$ cat src/rtl/dmem_store_buffer_pkg.sv
// Shared types and helpers for the data-memory store buffer.
// Holds the buffered-entry layout and the byte-to-word address helper.
package dmem_store_buffer_pkg;

    localparam int WORD_AW = 30;

    typedef struct packed {
        logic [WORD_AW-1:0] addr;
        logic [31:0]        data;
    } sb_entry_t;

    function automatic logic [WORD_AW-1:0] word_addr(input logic [31:0] byte_addr);
        return WORD_AW'(byte_addr >> 2);
    endfunction

endpackage

$ cat src/rtl/dmem_store_buffer_match.sv
// Combinational compare of a word address against all live buffer entries.
// Scans oldest to youngest so the last hit (youngest store) wins.
module sb_match
    import dmem_store_buffer_pkg::*;
#(
    parameter int DEPTH = 4,
    parameter int PTR_W = $clog2(DEPTH),
    parameter int CNT_W = $clog2(DEPTH + 1)
) (
    input  logic [WORD_AW-1:0] addr_i [DEPTH],
    input  logic [PTR_W-1:0]   head_i,
    input  logic [CNT_W-1:0]   count_i,
    input  logic [WORD_AW-1:0] key_i,
    output logic               hit_o,
    output logic [PTR_W-1:0]   idx_o
);

    logic [PTR_W-1:0] idx;

    always_comb begin
        hit_o = 1'b0;
        idx_o = '0;
        idx   = '0;
        for (int k = 0; k < DEPTH; k++) begin
            idx = head_i + PTR_W'(k);
            if ((CNT_W'(k) < count_i) && (addr_i[idx] == key_i)) begin
                hit_o = 1'b1;
                idx_o = idx;
            end
        end
    end

endmodule

$ cat src/rtl/dmem_store_buffer.sv
// Posted-write store buffer between the MEM stage and the data SRAM.
// Optional macro SB_FORWARD_EN enables load forwarding; without it, loads hitting a buffered store stall.
module dmem_store_buffer
    import dmem_store_buffer_pkg::*;
#(
    parameter int DEPTH = 4
) (
    input  logic        clk,
    input  logic        rst,
    input  logic [31:0] MEM_mem_addr,
    input  logic [1:0]  MEM_mem_cmd,
    input  logic [31:0] MEM_mem_din,
    output logic [31:0] DM_mem_dout,
    output logic        SB_stall,
    output logic        SB_empty,
    output logic [31:0] SRAM_addr,
    output logic        SRAM_we,
    output logic [31:0] SRAM_din,
    input  logic [31:0] SRAM_dout,
    input  logic        SRAM_ready
);

// Bus command encodings normally come from sys_defs; fall back if it was not included.
`ifndef BUS_NONE
`define BUS_NONE  2'h0
`endif
`ifndef BUS_LOAD
`define BUS_LOAD  2'h1
`endif
`ifndef BUS_STORE
`define BUS_STORE 2'h2
`endif

    localparam int PTR_W = $clog2(DEPTH);
    localparam int CNT_W = $clog2(DEPTH + 1);

    sb_entry_t          entries_q [DEPTH];
    logic [PTR_W-1:0]   head_q, head_d;
    logic [PTR_W-1:0]   tail_q, tail_d;
    logic [CNT_W-1:0]   count_q, count_d;

    logic               is_load, is_store;
    logic               full, empty;
    logic               drain, store_acc, load_stall, drain_gate;
    logic [WORD_AW-1:0] mem_waddr;
    logic [WORD_AW-1:0] ent_addr [DEPTH];
    logic               hit;
    logic [PTR_W-1:0]   hit_idx;

    assign is_load   = (MEM_mem_cmd == `BUS_LOAD);
    assign is_store  = (MEM_mem_cmd == `BUS_STORE);
    assign full      = (count_q == CNT_W'(DEPTH));
    assign empty     = (count_q == '0);
    assign mem_waddr = word_addr(MEM_mem_addr);

    always_comb begin
        for (int i = 0; i < DEPTH; i++) begin
            ent_addr[i] = entries_q[i].addr;
        end
    end

    sb_match #(
        .DEPTH (DEPTH),
        .PTR_W (PTR_W),
        .CNT_W (CNT_W)
    ) u_match (
        .addr_i  (ent_addr),
        .head_i  (head_q),
        .count_i (count_q),
        .key_i   (mem_waddr),
        .hit_o   (hit),
        .idx_o   (hit_idx)
    );

`ifdef SB_FORWARD_EN
    assign load_stall  = 1'b0;
    assign drain_gate  = !is_load;
    assign DM_mem_dout = (is_load && hit) ? entries_q[hit_idx].data : SRAM_dout;
`else
    // A load that hits a pending store waits, and lets the buffer drain underneath it.
    logic unused_hit_idx;
    assign unused_hit_idx = ^hit_idx;
    assign load_stall  = is_load && hit;
    assign drain_gate  = !is_load || load_stall;
    assign DM_mem_dout = SRAM_dout;
`endif

    assign drain     = !empty && drain_gate && SRAM_ready;
    assign store_acc = is_store && (!full || drain);
    assign SB_stall  = (is_store && full && !drain) || load_stall;
    assign SB_empty  = empty;

    always_comb begin
        SRAM_we   = 1'b0;
        SRAM_addr = '0;
        SRAM_din  = '0;
        if (drain) begin
            SRAM_we   = 1'b1;
            SRAM_addr = {entries_q[head_q].addr, 2'b00};
            SRAM_din  = entries_q[head_q].data;
        end else if (is_load) begin
            SRAM_addr = {mem_waddr, 2'b00};
        end
    end

    always_comb begin
        head_d  = head_q;
        tail_d  = tail_q;
        count_d = count_q;
        if (drain) begin
            head_d = head_q + PTR_W'(1);
        end
        if (store_acc) begin
            tail_d = tail_q + PTR_W'(1);
        end
        if (store_acc && !drain) begin
            count_d = count_q + CNT_W'(1);
        end else if (drain && !store_acc) begin
            count_d = count_q - CNT_W'(1);
        end
    end

    always_ff @(posedge clk) begin
        if (!rst) begin
            head_q  <= '0;
            tail_q  <= '0;
            count_q <= '0;
            for (int i = 0; i < DEPTH; i++) begin
                entries_q[i] <= '0;
            end
        end else begin
            head_q  <= head_d;
            tail_q  <= tail_d;
            count_q <= count_d;
            if (store_acc) begin
                entries_q[tail_q] <= '{addr: mem_waddr, data: MEM_mem_din};
            end
        end
    end

endmodule

$ cat config.mk
export PLATFORM = sky130hd
export DESIGN_NAME = dmem_store_buffer
export DESIGN_NICKNAME = d
export VERILOG_FILES = /design/src/rtl/dmem_store_buffer_pkg.sv /design/src/rtl/dmem_store_buffer_match.sv /design/src/rtl/dmem_store_buffer.sv
export SDC_FILE = /design/constraint.sdc
export NUM_CORES = 1
export LEC_CHECK = 0
export CORE_ASPECT_RATIO = 0.6
export CORE_MARGIN = 1
export CORE_UTILIZATION = 55
export DETAILED_ROUTE_END_ITERATION = 7
export PLACE_DENSITY = 0.82
export SLEW_MARGIN = 20
export SYNTH_ARGS = -nofsm -noshare
export SYNTH_HDL_FRONTEND = slang
export SYNTH_SLANG_ARGS = --single-unit
$ cat constraint.sdc
create_clock -name clk -period 10.2 [get_ports clk]
set_clock_uncertainty 0.05 [all_clocks]
set_input_delay 1.53 -clock clk [delete_from_list [all_inputs] [get_ports clk]]
set_output_delay 1.53 -clock clk [all_outputs]
set_load 0.02 [all_outputs]
==> reports/results.ini <==
[run_status]
outcome=completed

[worst_setup_path]
arrival_ns=6.71
critPathRequiredTime_ns=8.62
end_kind=output port
crit_chain=clkdlybuf4s50_1 > xnor2_1 > nand4_1 > a2111o_1 > nor4_1 > o2bb2a_1 > a21oi_2 > buf_4 > o32ai_1 > clkdlybuf4s50_1
critPathMostFrequentCell=clkdlybuf4s50_1
start_kind=input pin
crit_path_top_delay_cell=clkdlybuf4s50_1
worstPathMaxFanout=16
cp_slowest_stage_delay_ns=0.90
criticalPathCategory=input pin to output port
crit_cells=10
reg2reg_from=head_q[0]$_SDFFE_PN0P_
reg2reg_depth=11
setup.worst_path.start=MEM_mem_addr[27]
worst-path-buf-inv=3
cp_top_family=buffers and inverters

[synth]
ys_ff_latch=257
ys.flop_type=edfxtp_1
synthTopCellsByCount=edfxtp_1 (248), nor2_1 (147), nand2_1 (123)
synthMostInstantiatedCell=edfxtp_1
synthTopCellsByArea=edfxtp_1 (46%), mux4_2 (14%), mux2i_1 (6.4%)
avgSynthCellArea_um2=11.7
yosys_warnings=0
ys_seq_area_share_pct=46.7
synth_top_area_share_pct=45.6
ys_types=62
syn-cell-area_um2=16300
async_flop_share_pct=0
synth_cells=1400
synth-edff-count=248
yosysTopAreaCell=edfxtp_1

[global_route]
grt_max_degree=64
grt_remaining_overflow=0
busiest_layer=met1
met1_usage_pct=49.1
grtUsageTotal_pct=33.2
grt_pass1_wl_um=74100
grt_util_met2_pct=46.8
grt_util_met3_pct=12.4
antenna_found_initial=1
grt_pass1_vias=11600

[die]
die_y_um=136
coreArea_um2=28900
die-width_um=225
start_util_pct=56.4
io-pin-count=200
std_cell_rows=48
dieArea_um2=30400

[clocking]
cts_hold_buf=0
root_buffer=clkbuf_16
cts_setup_buffers=0
cts_made_buffers=25
cts-resized-gates=0
clk_latency_ns=0.54
clkSlewWorstSetupHoldPaths_ns=0.07
clockBufferDepth=3
cts.sinks=257
h-tree-depth=1
cts_tree=built

[timing]
tns_ns=0
finalSetupViolCount=0
worst_slew_pin_slew_ns=1.16
holdWs_ns=0.521
rsz0062_at_grt=no
period_share_pct=81.2
slew_headroom_pct=20.8
fmax_mhz=121
finalCriticalPeriod_ns=8.29
slew_violations=0
hold_viol=0
fin_ws_ns=1.91

[route]
drc=0
viasPerCell=6.57
dr.pass1.iters=8
vias=12100
routedWlPerCell_um=27.3
ant_nets=0
drt_iter0_drc=1569
drt_wl_total_um=50200

[flow_run]
drv_cap=0

[place]
gp_congestion=1.02
io_buffer_count=131
place_ws_ns=2.14
placed_cells=1796
dp_hpwl_um=32900

[worst_hold_path]
worstHoldPathType=flip-flop to flip-flop
worstHoldStart=count_q[2]$_SDFFE_PN0P_
holdPathStages=2

[finish]
syn2layout_area_growth_pct=12.7
multi_input_area_um2=7640
register_area_um2=7640
fillers=2233
finalNonFillerCells=1841
nNetsFinal=1530
final_layout_size_suffix_gt1_share_pct=13.1
diodes=0

[power]
internal_power_uw=2470
p_leak_uw=0.00636
p_total_uw=3810
p_per_area_nw_per_um2=207
peakVddDrop_mv=0.147
switching_share_pct=35.2
p_comb_share_pct=37.6
clockPowerShare_pct=26.0
power_switching_uw=1340
power_frac_seq_pct=36.3

tightest hold or removal path: stages, from the launching register on:
cell and delay [ns]:
dfxtp_1 0.36, o21ai_0 0.09, a21oi_1 0.07
worst paths after layout:
check / endpoint / slack (ns)
worst min-delay path: count_q[2]$_SDFFE_PN0P_ / 0.52
worst max register to register: count_q[2]$_SDFFE_PN0P_ / 4.67
worst min register to register: count_q[2]$_SDFFE_PN0P_ / 0.52
worst max-delay path: SRAM_addr[7] / 1.91
metrics by stage:
stage,utilization (%),cell area (um2)
after floorplan,-,16300
after global placement,60.6,17600
after detailed placement,60.6,17600
after CTS,63.5,18400
after global routing,63.6,18400
final,63.6,18400
cell families (layout without fill, tap and decap cells):
| kind of cell | after synthesis | in the layout | synth area share [%] |
|---|---|---|---|
| AND/OR/NAND/NOR | 431 | 431 | 12.6 |
| multiplexers | 222 | 222 | 21.4 |
| flip-flops | 257 | 257 | 46.7 |
| buffers and inverters | 238 | 278 | 6.96 |
| AO/OA/AOI/OAI | 148 | 148 | 6.67 |
| adder cells (fa/ha/maj) | 5 | 5 | 0.383 |
| XOR/XNOR | 98 | 98 | 5.25 |
| other | 1 | 2 | 0.0230 |
cell usage in the layout, fill, tap and decap left out, drive strengths merged, types with 8 or more instances in the layout:
| cell | count |
|---|---|
| o22ai | 30 |
| o21ai | 16 |
| mux2 | 16 |
| a2111oi | 8 |
| clkinv | 9 |
| nor4 | 22 |
| a221oi | 8 |
| nand2 | 123 |
| a21oi | 19 |
| nand3 | 10 |
| nor3 | 8 |
| and2 | 53 |
| clkdlybuf4s50 | 131 |
| buf | 22 |
| nor3b | 32 |
| o32ai | 11 |
| dfxtp | 9 |
| mux4 | 100 |
| mux2i | 106 |
| nand4 | 9 |
| inv | 79 |
| edfxtp | 248 |
| nor2 | 147 |
| xnor2 | 88 |
| nand2b | 9 |
| o2bb2ai | 10 |
| clkbuf | 31 |
| xor2 | 10 |
power groups by stage:
stage	Clock [uW]	Sequential [uW]	Combinational, uW
detailed placement	0	1410	1390
floorplan	0	1290	1110
global route	1030	1400	1500
global placement	0	1400	1380
finish	991	1390	1430
CTS	990	1390	1400
metal layers:
layer	up-vias	wire [um]
met5	-	0
met4	0	851
met3	72	7020
met2	806	21200
met1	6034	21200
li1	5183	-
registers in the layout (all words and copies together), names as in the netlist, named ones only:
register   count
entries_q    248
count_q        3
head_q         2
tail_q         2
layout make-up:
class                           count  share of cell area [%]
Tap cell                          400                    2.72
Clock buffer                       31                    3.52
Inverter                           81                    1.65
Timing Repair Buffer              153                    8.12
Multi-Input combinational cell    906                    41.5
Sequential cell                   257                    41.5
Clock inverter                     13                    1.04
Power figures use the tool's default switching activity.
